### config.mk
export PLATFORM = sky130hd
export DESIGN_NAME = filter_video_gen
export DESIGN_NICKNAME = d
export VERILOG_FILES = /design/src/rtl/filter_video_gen.sv
export SDC_FILE = /design/constraint.sdc
export NUM_CORES = 1
export LEC_CHECK = 0
export CORE_ASPECT_RATIO = 1.4
export CORE_MARGIN = 4
export CORE_UTILIZATION = 50
export DETAILED_ROUTE_END_ITERATION = 7
export PLACE_DENSITY = 0.73
export SLEW_MARGIN = 20
export SYNTH_ARGS = -nofsm -noshare
export SYNTH_HDL_FRONTEND = slang
export SYNTH_SLANG_ARGS = --single-unit
### constraint.sdc
create_clock -name clk -period 6.3 [get_ports clk]
set_input_delay 0.63 -clock clk [delete_from_list [all_inputs] [get_ports clk]]
set_output_delay 0.63 -clock clk [all_outputs]
set_load 0.1 [all_outputs]
### src/rtl/filter_video_gen.sv
// Test-pattern video source: counts a programmable raster and emits vs/hs/de
// timing with a selectable Y/U/V pattern, running whole frames between start and stop.
module filter_video_gen #(
   parameter int unsigned DATA_WIDTH = 8,
   parameter int unsigned H_SYNC     = 16,
   parameter int unsigned H_BP       = 48,
   parameter int unsigned H_ACT      = 640,
   parameter int unsigned H_FP       = 16,
   parameter int unsigned V_SYNC     = 2,
   parameter int unsigned V_BP       = 33,
   parameter int unsigned V_ACT      = 480,
   parameter int unsigned V_FP       = 10
) (
   input  logic                  clk,
   input  logic                  rstn,
   input  logic                  i_start,
   input  logic                  i_stop,
   input  logic [1:0]            i_pattern,
   input  logic [DATA_WIDTH-1:0] i_y_flat,
   output logic                  o_vs,
   output logic                  o_hs,
   output logic                  o_de,
   output logic [DATA_WIDTH-1:0] o_y,
   output logic [DATA_WIDTH-1:0] o_u,
   output logic [DATA_WIDTH-1:0] o_v,
   output logic                  o_busy,
   output logic                  o_frame_done
);

   localparam int unsigned H_TOT    = H_SYNC + H_BP + H_ACT + H_FP;
   localparam int unsigned V_TOT    = V_SYNC + V_BP + V_ACT + V_FP;
   localparam int unsigned HW       = $clog2(H_TOT + 1);
   localparam int unsigned VW       = $clog2(V_TOT + 1);
   localparam int unsigned H_DE_BEG = H_SYNC + H_BP;
   localparam int unsigned H_DE_END = H_DE_BEG + H_ACT;
   localparam int unsigned V_DE_BEG = V_SYNC + V_BP;
   localparam int unsigned V_DE_END = V_DE_BEG + V_ACT;

   localparam logic [DATA_WIDTH-1:0] UV_MID = {1'b1, {(DATA_WIDTH-1){1'b0}}};
   localparam logic [DATA_WIDTH-1:0] Y_MAX  = {DATA_WIDTH{1'b1}};

   typedef enum logic {
      S_IDLE = 1'b0,
      S_RUN  = 1'b1
   } state_t;

   state_t                  state_q, state_d;
   logic [HW-1:0]           h_cnt, h_cnt_d;
   logic [VW-1:0]           v_cnt, v_cnt_d;
   logic                    stop_req, stop_req_d;
   logic [1:0]              pat_q, pat_d;
   logic [DATA_WIDTH-1:0]   flat_q, flat_d;

   logic                    vs_d, hs_d, de_d, busy_d, done_d;
   logic [DATA_WIDTH-1:0]   y_d, u_d, v_d;
   logic [DATA_WIDTH-1:0]   x_c, y_c;
   logic                    h_last, v_last, origin;

   assign h_last = (h_cnt == HW'(H_TOT - 1));
   assign v_last = (v_cnt == VW'(V_TOT - 1));
   assign origin = (h_cnt == '0) && (v_cnt == '0);
   assign x_c    = DATA_WIDTH'(h_cnt - HW'(H_DE_BEG));
   assign y_c    = DATA_WIDTH'(v_cnt - VW'(V_DE_BEG));

   // Next state, raster counters, frame-latched settings and next output values
   always_comb begin
      state_d    = state_q;
      h_cnt_d    = h_cnt;
      v_cnt_d    = v_cnt;
      stop_req_d = stop_req;
      pat_d      = pat_q;
      flat_d     = flat_q;
      vs_d       = 1'b0;
      hs_d       = 1'b0;
      de_d       = 1'b0;
      y_d        = '0;
      u_d        = '0;
      v_d        = '0;
      done_d     = 1'b0;

      unique case (state_q)
         S_IDLE: begin
            if (i_start) begin
               state_d = S_RUN;
               h_cnt_d = '0;
               v_cnt_d = '0;
            end
         end
         S_RUN: begin
            // Pattern settings only change on a frame boundary
            if (origin) begin
               pat_d  = i_pattern;
               flat_d = i_y_flat;
            end

            hs_d = (h_cnt < HW'(H_SYNC));
            vs_d = (v_cnt < VW'(V_SYNC));
            de_d = (h_cnt >= HW'(H_DE_BEG)) && (h_cnt < HW'(H_DE_END)) &&
                   (v_cnt >= VW'(V_DE_BEG)) && (v_cnt < VW'(V_DE_END));

            if (de_d) begin
               u_d = UV_MID;
               v_d = UV_MID;
               unique case (pat_d)
                  2'd0:    y_d = x_c;
                  2'd1:    y_d = y_c;
                  2'd2:    y_d = (x_c[3] ^ y_c[3]) ? Y_MAX : '0;
                  default: y_d = flat_d;
               endcase
            end

            done_d = h_last && v_last;

            if (i_stop) begin
               stop_req_d = 1'b1;
            end

            if (h_last) begin
               h_cnt_d = '0;
               v_cnt_d = v_last ? '0 : v_cnt + VW'(1);
            end else begin
               h_cnt_d = h_cnt + HW'(1);
            end

            // A stop seen on the final cycle still ends this frame
            if (h_last && v_last && (stop_req || i_stop)) begin
               state_d    = S_IDLE;
               stop_req_d = 1'b0;
            end
         end
      endcase

      busy_d = (state_d == S_RUN);
   end

   always_ff @(posedge clk or negedge rstn) begin
      if (!rstn) begin
         state_q      <= S_IDLE;
         h_cnt        <= '0;
         v_cnt        <= '0;
         stop_req     <= 1'b0;
         pat_q        <= '0;
         flat_q       <= '0;
         o_vs         <= 1'b0;
         o_hs         <= 1'b0;
         o_de         <= 1'b0;
         o_y          <= '0;
         o_u          <= '0;
         o_v          <= '0;
         o_busy       <= 1'b0;
         o_frame_done <= 1'b0;
      end else begin
         state_q      <= state_d;
         h_cnt        <= h_cnt_d;
         v_cnt        <= v_cnt_d;
         stop_req     <= stop_req_d;
         pat_q        <= pat_d;
         flat_q       <= flat_d;
         o_vs         <= vs_d;
         o_hs         <= hs_d;
         o_de         <= de_d;
         o_y          <= y_d;
         o_u          <= u_d;
         o_v          <= v_d;
         o_busy       <= busy_d;
         o_frame_done <= done_d;
      end
   end

endmodule

==> summary by stage, run 1 <==
Clock network
The post-cts gate resize count is 0. The level count of the clock H-tree is 2. Counting every sink on the clock net gives 44.

In this run, post-CTS hold repair placed 0 buffers. TritonCTS built the clock tree. The setup fix buffers added after clock tree synthesis is 0.

The clock buffer count from CTS is 5. The clock tree root buffer cell is sky130_fd_sc_hd__clkbuf_8. The clock-pin slew on the worst setup and hold paths is 80 ps.

The clock latency on the worst-skew pair is 290 ps. In this run the deepest clock path goes through 2 buffers.

Synthesis
Of the post-synthesis cell area, the dominant cell type holds 41.8%. After synthesis, the netlist uses 49 different library cells. In this run, synthesis produced a sequential element count of 44. sky130_fd_sc_hd__dfrtp_1 is the most common cell in the netlist. In this run the mean area of a mapped cell was 9.69 sq um. The commonest cells after synthesis are sky130_fd_sc_hd__dfrtp_1 (44), sky130_fd_sc_hd__o21ai_0 (30), sky130_fd_sc_hd__nand2_1 (18). Sequential cells were found to cover 41.8% of the synthesized design area.

The number of enable flip-flop cells after synthesis is 0. The most used flip-flop cell after synthesis is sky130_fd_sc_hd__dfrtp_1. The number of warnings printed during yosys synthesis is 0. The biggest area contributor in the post-synthesis netlist is sky130_fd_sc_hd__dfrtp_1.

The summed instance area of the synthesized netlist is 2640 sq um. Ranked by total cell area, the synthesized netlist is headed by sky130_fd_sc_hd__dfrtp_1 (42%), sky130_fd_sc_hd__o21ai_0 (5.7%), sky130_fd_sc_hd__mux2i_1 (5.3%). The share of synthesized registers carrying an async set or reset is 100%. The synthesized netlist cell count is 272.

STA
Headroom to the max-slew limit came out at 34.6%. At the pin with the least slew margin, the transition time is 977 ps. The number of endpoints failing setup at the final stage is 0. Timing would allow up to 338 MHz. The routed design could run at a clock period as short as 2960 ps. The worst hold slack after final layout is 474 ps. Setup slack closes at 3340 ps. The number of hold-slack violations in the final timing report is 0. The final total negative setup slack is 0 ps.

The final count of pins violating max slew came to 0. The worst path uses 47.0% of the clock period. Between clock sinks in the finished design, the worst skew comes to 6.53 ps. Setup repair after global routing left no endpoint under its margin.

Pwr
Cell internal power was estimated by the tool at 0.519 mW. Of the total power, registers draw 40.9%. The clock power share is 19.1%. Combinational logic burns 40.0% of the power. The worst-case IR drop observed on VDD is 0.138 mV.

The fraction of power spent switching nets is 45.0%. The completed layout was analyzed and its total power is 0.944 mW. Dividing total power by cell area gives a power density of 319 nW/um^2. The net switching component of the power is 0.424 mW. The leakage power total is 1.23 nW.

Route
After the first detailed-routing iteration, the DRC count stood at 78. Dividing the detail-routed via count by the number of cells gives 5.53. Dividing the detail-routed wire length by the instance count gives 15.2 microns. For this run, design rule violations remaining after detail routing come to 0. The final wirelength is 5460 microns. In this run the remaining antenna-violating nets after routing total 0.

The via total after detailed routing is 1,990. The first detailed-routing pass ran for 4 iterations.

Finish
0 antenna diodes ended up in the layout. The fraction of the core area covered by cells at the end of the flow is 57.3%. The storage element area is 1100 sq um.

The area of combinational cells with multiple inputs is 1360 sq um. Cells with a size suffix above 1 make up 10.5% of the layout. For this run, the post-layout net count is 314. The number of fillers in the final layout is 464. The synthesis-to-layout area growth is 12.2%.

Worst setup path
The highest fanout seen on the critical path is 21. On the worst path, the slowest cell contributes a delay of 1260 ps. The critical path required time is 5670 ps. The kind of start point of the critical path is a flip-flop.

The slowest stage of the critical path belongs to the cell sky130_fd_sc_hd__clkdlybuf4s50_1. The worst setup path is of the flip-flop to output pin kind. The worst setup path is captured at an output pin.

The family with the most delay on the worst path is buffers and inverters. The data arrival time of the critical path is 2330 ps. Counting both buffers and inverters, the worst setup path holds a total of 1.

The critical path goes through clkdlybuf4s50_1.

Floorplan
The die covers 6510 sq um. In this run the horizontal extent of the chip is 69.4 microns. The I/O pin count is 43.

In this run the vertical extent of the chip is 93.9 microns. The region available for standard cell placement spans 5160 sq um. In this run the core area contains 31 standard-cell rows.

The initial utilization of the core area, before any placement, comes to 51.1%.

Place
The sum of net half-perimeters after detailed placement is 4060 microns. The final weighted congestion in routability-driven placement is 0.892. The worst slack at placement is 3570 ps. The count of buffers from port buffering is 28.

GRT
The first global-routing pass estimated 9040 microns of wire. Entering global routing, the biggest net connects 45 pins. The remaining global-route overflow is 0. The initial antenna violation count came to 0. The via count of the first global-routing pass was 1,923. The overall global routing resource usage is 17.4%.

Hold path
The class of the tightest hold or removal check is input port to async pin.

Job
The tool flagged a number of max-cap violations equal to 0.

Run status
The flow ran to the end, and the final reports show no timing, DRC or antenna violations.
-- placed cells by master, fill, tap and decap left out, drive strengths merged, types with 6 or more instances in the layout --
| master | Yosys | final |
|---|---|---|
| o21ai | 30 | 30 |
| mux2i | 15 | 15 |
| a21oi | 9 | 9 |
| conb | 1 | 14 |
| mux2 | 9 | 9 |
| inv | 11 | 11 |
| nand3 | 8 | 8 |
| clkbuf | 9 | 6 |
| xnor2 | 6 | 6 |
| nand2b | 7 | 7 |
| nand2 | 18 | 18 |
| a221oi | 6 | 6 |
| ha | 7 | 7 |
| dfrtp | 44 | 44 |
| clkdlybuf4s50 | 0 | 27 |
| and3 | 10 | 10 |
| nor2 | 17 | 17 |
-- power by group through the flow --
stage	Sequential [mW]	Combinational, mW	Clock [mW]
after floorplan	0.473	0.208	0
after global placement	0.389	0.375	0
after detailed placement	0.391	0.378	0
after CTS	0.385	0.379	0.185
after global routing	0.394	0.404	0.197
final	0.386	0.378	0.180
-- through the flow --
| stage | instance area (sq um) | std cells |
|---|---|---|
| 3_5_place_dp | 2860 | 352 |
| 2_1_floorplan | 2690 | 285 |
| 6_report | 2960 | 360 |
| 5_1_grt | 2960 | 360 |
| 4_1_cts | 2960 | 360 |
| 3_3_place_gp | 2860 | 352 |
-- final cells by class --
class	instances	area share (%)
clock buffer	6	2.79
clock inverter	2	0.339
inverter	11	1.40
multi-input combinational	202	45.9
sequential	44	37.2
tap	66	2.79
timing repair buffer	29	9.56
-- sequential cells by signal, indices dropped and copies added, names as in the netlist --
| signal | count |
|---|---|
| flat_q | 8 |
| state_q | 1 |
| o_v | 1 |
| o_vs | 1 |
| h_cnt | 10 |
| pat_q | 2 |
| stop_req | 1 |
| v_cnt | 10 |
| o_frame_done | 1 |
| o_y | 8 |
| o_hs | 1 |
-- kinds of logic (layout without fill, tap and decap cells) --
| logic type | Yosys count | after routing | share of synthesized area (%) |
|---|---|---|---|
| AO/OA/AOI/OAI | 59 | 59 | 14.1 |
| XOR/XNOR | 9 | 9 | 2.99 |
| adder cells (fa/ha/maj) | 7 | 7 | 3.32 |
| buffers and inverters | 39 | 48 | 8.64 |
| flip-flops | 44 | 44 | 41.8 |
| multiplexers | 24 | 24 | 10.2 |
| other | 1 | 14 | 0.142 |
| AND/OR/NAND/NOR | 89 | 89 | 18.9 |
-- metal layers --
layer | wire length [microns] | global-route usage (%) | up-vias
met3 | 241 | 3.64 | 11
met4 | 130 | 8.63 | 0
met5 | 0 | 0 | -
li1 | - | - | 984
met1 | 2250 | 19.6 | 949
met2 | 2830 | 30.8 | 46
-- final timing paths --
kind | start | end | slack [ps] | cells after the start
worst min-delay path | rstn | o_v[7] | 470 | 1
max in group asynchronous | rstn | v_cnt[2] | 5220 | 1
worst max-delay path | state_q | o_busy | 3340 | 1
min in group clk | stop_req | stop_req | 500 | 2
worst min register to register | stop_req | stop_req | 500 | 2
worst max register to register | v_cnt[5] | o_y[5] | 3530 | 6
Power figures use the tool's default switching activity.
==> inputs of run 2 (changes only) <==
==> constraint.sdc (replaced) <==
create_clock -name clk -period 3.1 [get_ports clk]
set_input_delay 0.31 -clock clk [delete_from_list [all_inputs] [get_ports clk]]
set_output_delay 0.31 -clock clk [all_outputs]
set_load 0.1 [all_outputs]
==> summary by stage, run 2 (synthesized netlist as in run 1, its figures left out) <==
Run status
The flow ran to the end, but the final reports show violations. The final reports fail on negative hold slack.

Place
The count of buffers from port buffering is 28. The congestion estimate from routability-driven global placement came to 0.906. The sum of net half-perimeters after detailed placement is 4070 microns.

STA
The headroom to the max-slew limit is 34.9%. The final worst-path cycle share is 88.1%. Final hold analysis gives a worst-case slack of -5.06 ps. The minimum clock period after layout is 2730 ps. The number of hold-slack violations in the final timing report came to 10. For the final database, setup skew stands at 7.42 ps. For the pin with the worst max-slew slack, the measured transition is 973 ps.

Setup repair after global routing left no endpoint under its margin. The number of endpoints failing setup at the final stage is 0. Timing would allow up to 366 MHz.

The final count of pins violating max slew is 0. For the final routed database, the setup TNS stands at 0 ps.

Pwr
Power spread over the standard cell area amounts to 664 nW/um^2. The worst-case IR drop observed on VDD is 0.253 mV. For this design the total switching power over the nets is 0.870 mW. The part of the total power dissipated in sequential elements is 39.2%.

The clock power share is 21.9%. Net switching is 43.8% of the power. For this design the static power due to leakage is 1.25 nW. The internal portion of the total power is 1.12 mW. In this run, the combinational gates consume 38.9% of the power. The total power is 1.99 mW.

Worst setup path
The endpoint identified for the worst register-to-register timing path is o_y[7]. The data arrival time of the critical path is 2940 ps. The number of cells on the worst reg-to-reg path is 6. The most critical setup path has its startpoint at v_cnt[5].

STA puts the critical path data required time at 3310 ps. The endpoint class of the critical path is a flip-flop. The most critical setup path has its endpoint at o_y[7]. The worst reg2reg path startpoint is v_cnt[5]. In this run the register-to-register setup slack is 370 ps. Of all nets on the critical path, the largest fanout is 15. The kind of start point of the critical path is a flip-flop. The worst setup path is of the flip-flop to flip-flop kind.

Route
In this run, the number of DRC markers left after iteration 0 of detailed routing was 127. The count of nets left with antenna violations after detail routing is 0. The via total after detailed routing is 2,006.

The per-cell via count in the routed design is 5.53. The number of remaining DRC errors is 0. The number of detailed-route iterations in the first pass is 4. Summed over all layers, the routed wires come to 5550 microns. The routed wire length per instance is 15.3 microns.

GRT
The initial antenna violation count is 0. The via count of the first global-routing pass is 1,983. Entering global routing, the biggest net connects 45 pins.

The first global-routing pass estimated 9260 microns of wire. The remaining global-route overflow is 0. In the global route stage, overall resource usage came out at 17.7%.

Clock network
The root buffer cell chosen for the clock tree is sky130_fd_sc_hd__clkbuf_8. The buffer levels on the longest clock path is 2. The level count of the clock H-tree is 2.

The clock latency on the worst-skew pair is 300 ps. The number of buffers inserted by hold repair at cts is 0. Post-CTS repair changed the size of 0 cells.

The clock buffer count from CTS is 5. The TritonCTS clock tree is done. The clock-pin slew on the worst setup and hold paths is 80 ps. Clock tree synthesis found a total of 44 sinks. Buffers added to address setup during post-CTS repair amount to 0.

Finish
The number of diodes added for antenna fixing is 0. The most frequent standard cell in the layout excluding fill and tap cells is sky130_fd_sc_hd__dfrtp_1. The largest registers in the layout are h_cnt: 10 flops, v_cnt: 10 flops. From synthesis to final layout, the design area changed by 13.6%. The post-route netlist has 11.4% of its cells at a drive strength greater than 1. The net count of the finished layout is 317. In the layout the commonest cells are sky130_fd_sc_hd__dfrtp_1 (44), sky130_fd_sc_hd__o21ai_0 (30), sky130_fd_sc_hd__clkdlybuf4s50_1 (26).

Floorplan
The chip height is 93.9 microns. The die area is 6510 sq um. The width of the die is 69.4 microns. The initial utilization of the core area, before any placement, comes to 51.1%. The total area inside the core boundary comes to 5160 sq um. The number of core rows is 31. 43 I/O pins were placed.

Hold path
The worst hold path belongs to the class input port to async pin.

Job
Max-cap violations in this run came to 0.
-- run 2: worst min path at each step --
stage	startpoint	cells after the start	slack, ps	to
4_1_cts	rstn	1	200	o_v[7]
6_report	rstn	1	-5	o_v[7]
5_1_grt	rstn	1	40	o_v[7]
3_3_place_gp	stop_req	2	470	stop_req
3_5_place_dp	stop_req	2	480	stop_req
2_1_floorplan	rstn	0	10	flat_q[0]
-- run 2: per-layer routing --
layer,GRT usage [%],up-vias,share of wire [%]
met5,0,-,0
met4,7.17,0,2.1
met3,3.43,7,3.9
met2,31.8,44,52
met1,20.6,969,42
li1,-,986,-
-- run 2: power groups by stage --
stage	Combinational (mW)	Clock [mW]	Sequential, mW
global route	0.824	0.469	0.794
detailed placement	0.769	0	0.788
floorplan	0.424	0	0.961
finish	0.774	0.436	0.779
global placement	0.766	0	0.783
CTS	0.775	0.445	0.776
-- run 2: metrics by stage --
step	hold WS (ps)	area, sq um	instances	util [%]	worst slack, ps
2_1_floorplan	14.4	2690	285	-	710
3_3_place_gp	472	2880	355	55.9	470
5_1_grt	40.1	2990	363	58.0	110
4_1_cts	199	2990	363	58.0	384
6_report	-5.06	2990	363	58.0	370
3_5_place_dp	476	2880	355	55.9	414
-- run 2: area by class of cell --
class	instances	area [sq um]
clock buffer	6	72.6
clock inverter	2	35.0
fill	448	2160
inverter	11	41.3
multi-input combinational	202	1360
sequential	44	1100
tap	66	82.6
timing repair buffer	32	305
-- run 2: critical path, stage by stage, from the launching register on --
cell	delay, ps
sky130_fd_sc_hd__dfrtp_1	510
sky130_fd_sc_hd__nor4_1	440
sky130_fd_sc_hd__nor4b_4	290
sky130_fd_sc_hd__and2_4	340
sky130_fd_sc_hd__mux2i_4	460
sky130_fd_sc_hd__mux2_4	340
sky130_fd_sc_hd__a221oi_2	260
